**src/rtl/dpp_table_pkg.sv**
```systemverilog
// dpp_table_pkg: shared definitions for the dining-philosophers table.
//   PHILO_HUNGRY / PHILO_DONE : one-bit event words carried on the
//                               philosopher outbound FIFOs
//   table_state_t             : table arbiter states
package dpp_table_pkg;

    localparam logic PHILO_HUNGRY = 1'b1;
    localparam logic PHILO_DONE   = 1'b0;

    typedef enum logic [1:0] {
        SCAN  = 2'd0,
        CHK_L = 2'd1,
        CHK_R = 2'd2
    } table_state_t;

endpackage

```
**src/rtl/dpp_rr_pick.sv**
```systemverilog
// dpp_rr_pick: combinational round-robin first-one finder.
//   req   in  N  request vector
//   rr    in  W  index searched first; search wraps modulo N
//   valid out 1  some request bit is set
//   idx   out W  first requesting index at or after rr (mod N)
module dpp_rr_pick #(
    parameter int N = 5,
    parameter int W = 3
) (
    input  logic [N-1:0] req,
    input  logic [W-1:0] rr,
    output logic         valid,
    output logic [W-1:0] idx
);

    localparam int unsigned NU = N;

    always_comb begin
        int unsigned c;
        logic [W-1:0] ci;
        valid = 1'b0;
        idx   = '0;
        c     = 0;
        ci    = '0;
        for (int unsigned k = 0; k < NU; k++) begin
            // explicit wrap: N need not be a power of two
            c = 32'(rr) + k;
            if (c >= NU) c = c - NU;
            ci = W'(c);
            if (!valid && req[ci]) begin
                valid = 1'b1;
                idx   = ci;
            end
        end
    end

endmodule

```
**src/rtl/dpp_table.sv**
```systemverilog
// dpp_table: central arbiter of the dining-philosophers design. Drains each
// philosopher's outbound event FIFO (HUNGRY / DONE), owns the fork bitmap,
// grants forks and re-offers freed forks to waiting neighbours.
//   clk        in   1        system clock
//   reset      in   1        synchronous, active-high reset
//   foutData   in   N_PHILO  head-of-FIFO event per philosopher (FWFT)
//   foutEmpty  in   N_PHILO  philosopher FIFO empty flags
//   foutAck    out  N_PHILO  one-cycle pop strobe to philosopher FIFO i
//   may_eat    out  N_PHILO  one-cycle grant pulse to philosopher i
//   eating     out  N_PHILO  philosopher i currently holds its forks
//   err        out  1        sticky protocol error
// Build option: define DPP_TABLE_ERR_EN to enable protocol checking;
// otherwise err is tied low and no checking logic exists.
module dpp_table
    import dpp_table_pkg::*;
#(
    parameter int N_PHILO = 5
) (
    input  logic               clk,
    input  logic               reset,
    input  logic [N_PHILO-1:0] foutData,
    input  logic [N_PHILO-1:0] foutEmpty,
    output logic [N_PHILO-1:0] foutAck,
    output logic [N_PHILO-1:0] may_eat,
    output logic [N_PHILO-1:0] eating,
    output logic               err
);

    localparam int IDX_W = (N_PHILO > 1) ? $clog2(N_PHILO) : 1;

    function automatic logic [IDX_W-1:0] inc(input logic [IDX_W-1:0] x);
        return (x == IDX_W'(N_PHILO - 1)) ? '0 : x + IDX_W'(1);
    endfunction

    function automatic logic [IDX_W-1:0] dec(input logic [IDX_W-1:0] x);
        return (x == '0) ? IDX_W'(N_PHILO - 1) : x - IDX_W'(1);
    endfunction

    table_state_t       state_q, state_d;
    logic [IDX_W-1:0]   rr_q, rr_d;
    logic [IDX_W-1:0]   cur_q, cur_d;
    logic [N_PHILO-1:0] forks_q, forks_d;
    logic [N_PHILO-1:0] hungry_q, hungry_d;
    logic [N_PHILO-1:0] eating_d, ack_d, may_eat_d;

    logic               pick_valid;
    logic [IDX_W-1:0]   pick_idx, pick_nb;
    logic               ev_hungry, ev_done, ev_bad;

    // A FIFO whose pop is still in flight keeps showing the consumed word
    // for one more cycle, so it is masked out of the request vector.
    dpp_rr_pick #(
        .N (N_PHILO),
        .W (IDX_W)
    ) u_pick (
        .req   (~foutEmpty & ~foutAck),
        .rr    (rr_q),
        .valid (pick_valid),
        .idx   (pick_idx)
    );

    assign pick_nb   = inc(pick_idx);
    assign ev_hungry = (foutData[pick_idx] == PHILO_HUNGRY);
    assign ev_done   = (foutData[pick_idx] == PHILO_DONE);

`ifdef DPP_TABLE_ERR_EN
    logic err_q, err_d;

    assign ev_bad = ev_hungry ? (eating[pick_idx] | hungry_q[pick_idx])
                              : !eating[pick_idx];
    assign err    = err_q;

    always_ff @(posedge clk) begin
        if (reset) err_q <= 1'b0;
        else       err_q <= err_d;
    end

    always_comb begin
        err_d = err_q;
        if (state_q == SCAN && pick_valid && ev_bad) err_d = 1'b1;
    end
`else
    assign ev_bad = 1'b0;
    assign err    = 1'b0;
`endif

    always_comb begin
        logic [IDX_W-1:0] side, side_nb;
        state_d   = state_q;
        rr_d      = rr_q;
        cur_d     = cur_q;
        forks_d   = forks_q;
        hungry_d  = hungry_q;
        eating_d  = eating;
        ack_d     = '0;
        may_eat_d = '0;
        side      = '0;
        side_nb   = '0;

        case (state_q)
            SCAN: begin
                if (pick_valid) begin
                    ack_d[pick_idx] = 1'b1;
                    rr_d            = pick_nb;
                    if (ev_bad) begin
                        // erroneous events are popped but change no state
                    end else if (ev_hungry) begin
                        if (!forks_q[pick_idx] && !forks_q[pick_nb]) begin
                            forks_d[pick_idx]   = 1'b1;
                            forks_d[pick_nb]    = 1'b1;
                            eating_d[pick_idx]  = 1'b1;
                            may_eat_d[pick_idx] = 1'b1;
                        end else begin
                            hungry_d[pick_idx] = 1'b1;
                        end
                    end else if (ev_done) begin
                        forks_d[pick_idx]  = 1'b0;
                        forks_d[pick_nb]   = 1'b0;
                        eating_d[pick_idx] = 1'b0;
                        cur_d              = pick_idx;
                        state_d            = CHK_L;
                    end
                end
            end
            CHK_L, CHK_R: begin
                side    = (state_q == CHK_L) ? dec(cur_q) : inc(cur_q);
                side_nb = inc(side);
                if (hungry_q[side] && !forks_q[side] && !forks_q[side_nb]) begin
                    forks_d[side]   = 1'b1;
                    forks_d[side_nb] = 1'b1;
                    eating_d[side]  = 1'b1;
                    may_eat_d[side] = 1'b1;
                    hungry_d[side]  = 1'b0;
                end
                state_d = (state_q == CHK_L) ? CHK_R : SCAN;
            end
            default: state_d = SCAN;
        endcase
    end

    always_ff @(posedge clk) begin
        if (reset) begin
            state_q  <= SCAN;
            rr_q     <= '0;
            cur_q    <= '0;
            forks_q  <= '0;
            hungry_q <= '0;
            eating   <= '0;
            foutAck  <= '0;
            may_eat  <= '0;
        end else begin
            state_q  <= state_d;
            rr_q     <= rr_d;
            cur_q    <= cur_d;
            forks_q  <= forks_d;
            hungry_q <= hungry_d;
            eating   <= eating_d;
            foutAck  <= ack_d;
            may_eat  <= may_eat_d;
        end
    end

endmodule

```
**config.mk**
```make
export PLATFORM = sky130hd
export DESIGN_NAME = dpp_table
export DESIGN_NICKNAME = d
export VERILOG_FILES = /design/src/rtl/dpp_table_pkg.sv /design/src/rtl/dpp_rr_pick.sv /design/src/rtl/dpp_table.sv
export SDC_FILE = /design/constraint.sdc
export NUM_CORES = 1
export LEC_CHECK = 0
export CAP_MARGIN = 5
export CORE_UTILIZATION = 28
export CTS_BUF_LIST = sky130_fd_sc_hd__clkbuf_4 sky130_fd_sc_hd__clkbuf_8 sky130_fd_sc_hd__clkbuf_16
export CTS_CLUSTER_DIAMETER = 200
export CTS_CLUSTER_SIZE = 10
export DETAILED_ROUTE_END_ITERATION = 8
export DONT_BUFFER_PORTS = 1
export PLACE_DENSITY = 0.39
export SYNTH_ARGS = -nofsm -noshare
export SYNTH_HDL_FRONTEND = slang
export SYNTH_SLANG_ARGS = --single-unit
export TNS_END_PERCENT = 20
```
**constraint.sdc**
```tcl
create_clock -name clk -period 7.2 [get_ports clk]
set_input_delay 0.36 -clock clk [delete_from_list [all_inputs] [get_ports clk]]
set_output_delay 0.36 -clock clk [all_outputs]
set_load 0.01 [all_outputs]
```
==> results of run 1 <==
## cell type report
class | instances | area (µm²) | share of cell area (%)
clock buffers | 7 | 153 | 4.13
inverters | 27 | 101 | 2.74
flip-flops and latches | 33 | 661 | 17.9
repair buffers | 4 | 30.0 | 0.813
clock inverters | 1 | 5.00 | 0.136
well taps | 147 | 184 | 4.98
multi-input cells | 371 | 2560 | 69.3
## critical path, stage by stage, from the launching register on
cell	delay, ps
dfxtp_1	700
ha_1	250
inv_1	50
fa_1	440
a211oi_2	380
a211oi_1	140
o311a_4	440
nor3_4	320
nand3_1	210
or3_1	400
nand2_2	180
inv_2	150
ha_1	470
mux2i_1	340
nor2b_1	80
nand3_1	90
o31ai_1	80
o311a_1	390
o211ai_2	470
o2111ai_1	210
a221oi_2	230
## per-layer routing
| layer | up-vias | GRT usage (%) | part of all wire (%) |
|---|---|---|---|
| li1 | 1709 | - | - |
| met1 | 1669 | 22.2 | 44 |
| met2 | 103 | 32.9 | 49 |
| met3 | 23 | 2.36 | 4.1 |
| met4 | 0 | 7.63 | 3.4 |
| met5 | - | 0 | 0 |
## logic make-up after synthesis
group	Yosys count
muxes	14
other	1
DFF	33
buffers and inverters	53
AOI/OAI and AO/OA	160
adders and majority gates	21
xor gates and xnor gates	6
and+or+nand+nor	169
## worst max-delay path by stage
stage / start / slack [ps] / depth (start not counted) / end
global placement: rr_q[1]$_SDFFE_PP0P_ / 1230 / 20 / forks_q[0]$_SDFFE_PP0P_
detailed placement: rr_q[1]$_SDFFE_PP0P_ / 1240 / 20 / forks_q[0]$_SDFFE_PP0P_
finish: rr_q[1]$_SDFFE_PP0P_ / 1110 / 20 / forks_q[0]$_SDFFE_PP0P_
global route: rr_q[1]$_SDFFE_PP0P_ / 690 / 20 / forks_q[0]$_SDFFE_PP0P_
floorplan: rr_q[0]$_SDFFE_PP0P_ / 1870 / 25 / forks_q[0]$_SDFFE_PP0P_
CTS: rr_q[1]$_SDFFE_PP0P_ / 1210 / 20 / forks_q[0]$_SDFFE_PP0P_
## layout by cell type, fill, tap and decap left out, types with 8 or more instances in the layout
master and n:
a211oi_1 13, a21oi_1 22, a31oi_1 11, dfxtp_1 33, ha_1 20, inv_1 23, mux2i_1 12, nand2_1 35
nand2b_1 8, nand3_1 13, nor2_1 36, nor2b_1 8, nor3_1 18, o21ai_0 21, o31ai_1 10
## through the flow
step | worst slack [ps] | utilization, % | hold slack (ps)
after global routing | 686 | 30.8 | 137
after detailed placement | 1240 | 29.4 | 433
final | 1110 | 30.8 | 138
after global placement | 1230 | 29.4 | 432
after floorplan | 1870 | - | 429
after CTS | 1210 | 30.8 | 137
==> results.yml, run 1 <==
clock_network:
  worst_skew_pair.late_latency_ps: 280
  cts.sinks: 33
  cts_resized: 0
  root_buffer: "clkbuf_16"
  cts_tree: "done"
  clockBufferDepth: 2
  clk_pin_slew_ps: 60
  h-tree-depth: 2
  numCtsBuffers: 5
  hold_buffers: 0
  post_cts_buffers: 0
sta:
  fin_worst_skew_ps: 6.13
  tightest_slew_ps: 774
  maxSlewViolCount: 0
  slew_headroom_pct: 48.0
  finalCritPeriodShare_pct: 84.6
  finalSetupTns_ps: 0
  setup_viol: 0
  finalHoldViolCount: 0
  rsz0062_at_grt: "false"
  finalCriticalPeriod_ps: 6090
  fmax_ghz: 0.164
yosys:
  synth_ff_type: "dfxtp_1"
  syn_inst: 457
  synthMuxAreaShare_pct: 4.13
  synth_compound_area_share_pct: 34.4
  synth_top_family_by_area: "compound AO/OA/AOI/OAI gates"
  yosysMostFrequentCell: "nor2_1"
  synth_warnings: 0
  synth_area_leaders: "dfxtp_1, ha_1, nor2_1"
  ys_seq_area_share_pct: 19.1
  ys_seq_elements: 33
  yosys.area_share.simple_pct: 26.1
  avgSynthCellArea_um2: 7.56
  synthAdderAreaFrac_pct: 7.82
  syn-cell-area_um2: 3460
  synthArstFlopShare_pct: 0
  yosysTopAreaCellShare_pct: 19.1
  synth_cell_type_count: 79
  synth-edff-count: 0
  syn_nets: 490
  synth_top_area_cell: "dfxtp_1"
  synth-xor-area-share_pct: 1.52
  synth_common_cells: "nor2_1, nand2_1, dfxtp_1, inv_1, a21oi_1"
global_routing:
  grt_pass1_wl_mm: 18.4
  grt-ovfl-total: 0
  grt_max_degree: 26
  grt_pass1_vias: 3362
  antenna_found_initial: 0
  grt_usage_pct: 18.4
routing:
  vias: 3504
  post_drt_wl_per_cell_um: 19.6
  ant_nets: 0
  viasPerCell: 5.94
  drt_wl_total_mm: 11.6
  drc: 0
  drtIter0Drc: 353
  drt-pass1-iter-count: 5
run_status:
  status: "completed"
finish:
  antennaDiodeCount: 0
  stdcell_area_um2: 3690
  nets: 475
  fin_cells: 590
  drive_above_1_share_pct: 8.58
  syn_to_final_growth_pct: 6.88
  fill_cells: 1314
floorplanning:
  die-height_um: 113
  io_pins: 28
  num_rows: 40
  core_um2: 12000
  start_util_pct: 28.8
  die_w_um: 113
  dieArea_um2: 12800
placement:
  placed_cells: 582
  placed_area_um2: 3540
  gp_congestion: 0.859
  dp_hpwl_mm: 9.19
  port_buffers: 0
critical_path:
  end_kind: "register"
  critPathLaunchType: "register"
  path_max_fanout: 15
  r2r_start: "rr_q[1]$_SDFFE_PP0P_"
  required_ps: 7400
  ff2ff_setup_slack_ps: 1110
  rr_endpoint: "forks_q[0]$_SDFFE_PP0P_"
  arrival_ps: 6290
  r2r_cells: 20
  worstSetupPathType: "register to register"
hold_path:
  hold_path_class: "primary input to register"
  min_to: "forks_q[0]$_SDFFE_PP0P_"
  hold_start: "reset"
  whs_path_depth: 1
run:
  max_cap_viol_count: 0
Power of run 1 is not shown: default switching activity piles up to over one toggle a cycle in this logic, so the estimate is an artifact.
==> inputs of run 2 (changes only) <==
Clock period 7.2 ns to 6.07 ns, I/O delays scaled along.
==> run 2 against run 1 <==
  * Global-route usage grew 0.17 points
  * Non-clock buffer count grew 4
  * Hold slack worse by 59 ps
  * Cell area is 0.81% higher
  * Clock-buffer cell count unchanged
  * Setup slack worse by 660 ps
  * Highest routed layer unchanged
==> results.yml, run 2 (synthesis gave the netlist of run 1 again) <==
global_routing:
  grt_max_degree: 25
  grt_usage_pct: 18.6
  antenna_found_initial: 0
  grt_pass1_wl_mm: 18.5
  grt_pass1_vias: 3433
  grt-ovfl-total: 0
routing:
  ant_nets: 0
  drtIter0Drc: 265
  viasPerCell: 5.85
  drt-pass1-iter-count: 4
  drt_wl_total_mm: 11.6
  post_drt_wl_per_cell_um: 19.6
  vias: 3473
  drc: 0
clock_network:
  root_buffer: "clkbuf_16"
  cts_tree: "done"
  worst_skew_pair.late_latency_ps: 280
  clockBufferDepth: 2
  clk_pin_slew_ps: 60
  hold_buffers: 0
  numCtsBuffers: 5
  cts_resized: 0
  cts.sinks: 33
  post_cts_buffers: 0
  h-tree-depth: 2
sta:
  fin_hold_ws_ps: 78.3
  finalSetupTns_ps: 0
  fmax_ghz: 0.178
  fin_worst_skew_ps: 5.69
  slew_headroom_pct: 29.6
  setup_slack_ps: 454
  rsz0062_at_grt: "false"
  finalCritPeriodShare_pct: 92.5
  tightest_slew_ps: 1060
  setup_viol: 0
  maxSlewViolCount: 0
  finalHoldViolCount: 0
  finalCriticalPeriod_ps: 5620
critical_path:
  r2r_start: "rr_q[1]$_SDFFE_PP0P_"
  required_ps: 6270
  path_max_fanout: 15
  cp_cell_sequence: "buf_4 -> fa_1 -> a211oi_2 -> a211oi_1 -> o311a_4 -> nor3_4 -> nand3_1 -> or3_1 -> nand2_2 -> inv_2 -> ha_1 -> mux2i_1 -> nor2b_1 -> nand3_1 -> o31ai_1 -> o311a_1 -> o211ai_2 -> o2111ai_1 -> a221oi_2"
  crit_end: "forks_q[0]$_SDFFE_PP0P_"
  crit_path_frequent_cell: "nand3_1"
  r2r_cells: 19
  ff2ff_setup_slack_ps: 450
  arrival_ps: 5820
  critPathMaxStageDelay_ps: 500
  slowest_stage: "fa_1"
  rr_endpoint: "forks_q[0]$_SDFFE_PP0P_"
  end_kind: "register"
  critPathLaunchType: "register"
  worstSetupPathType: "register to register"
  critPathLaunch: "rr_q[1]$_SDFFE_PP0P_"
run_status:
  status: "completed"
finish:
  syn_to_final_growth_pct: 7.75
  antennaDiodeCount: 0
  final_common_cell: "nor2_1"
  most-common-layout-cells: "nor2_1, nand2_1, dfxtp_1, inv_1, a21oi_1"
  nets: 479
  drive_above_1_share_pct: 9.40
floorplanning:
  start_util_pct: 28.8
  dieArea_um2: 12800
  die-height_um: 113
  num_rows: 40
  io_pins: 28
  core_um2: 12000
  die_w_um: 113
run:
  max_cap_viol_count: 0
placement:
  dp_slack_ps: 533
  gp_congestion: 0.816
  dp_hpwl_mm: 9.23
  port_buffers: 0
hold_path:
  hold_path_class: "primary input to register"
## run 2: cell count changes in the layout (fill, tap and decap cells not counted)
cell and delta:
buf_4 +4
## run 2: layout make-up
cell class                 instances  area, µm²
timing repair buffer               8       60.1
clock buffer                       7        153
multi-input combinational        371       2560
inverter                          27        101
sequential                        33        661
clock inverter                     1       5.00
tap                              147        184
fill                            1338       8290
## run 2: layer usage
metal	up-vias	wire length, µm	track usage, %	part of all wire [%]
met1	1662	5160	21.7	44
li1	1714	-	-	-
met2	75	5750	33.9	49
met4	0	295	6.75	2.5
met5	-	0	0	0
met3	22	449	3.27	3.9
## run 2: worst min path at each step
stage                              from                       end  slack, ps  cells past startpoint
2_1_floorplan  hungry_q[4]$_SDFFE_PP0P_  hungry_q[4]$_SDFFE_PP0P_        430                      2
4_1_cts                           reset   forks_q[3]$_SDFFE_PP0P_         80                      1
5_1_grt                           reset   forks_q[3]$_SDFFE_PP0P_         70                      1
6_report                          reset   forks_q[3]$_SDFFE_PP0P_         80                      1
3_3_place_gp                      reset   forks_q[3]$_SDFFE_PP0P_        380                      1
3_5_place_dp                      reset   forks_q[3]$_SDFFE_PP0P_        380                      1
## run 2: through the flow
stage	std cells	cell area, µm²	utilization, %
floorplan	457	3460	-
global placement	586	3570	29.7
detailed placement	586	3570	29.7
CTS	594	3720	31.0
global route	594	3720	31.0
finish	594	3720	31.0
## run 2: worst max-delay path, delay by kind of cell, from the launching register on
| kind | cells | cell delay (ps) |
|---|---|---|
| multiplexers | 1 | 300 |
| AO/OA/AOI/OAI | 8 | 2360 |
| buffers and inverters | 2 | 340 |
| AND/OR/NAND/NOR | 6 | 1250 |
| adder cells (fa/ha/maj) | 2 | 940 |
| flip-flops | 1 | 330 |
Power of run 2 is left out for the same reason.
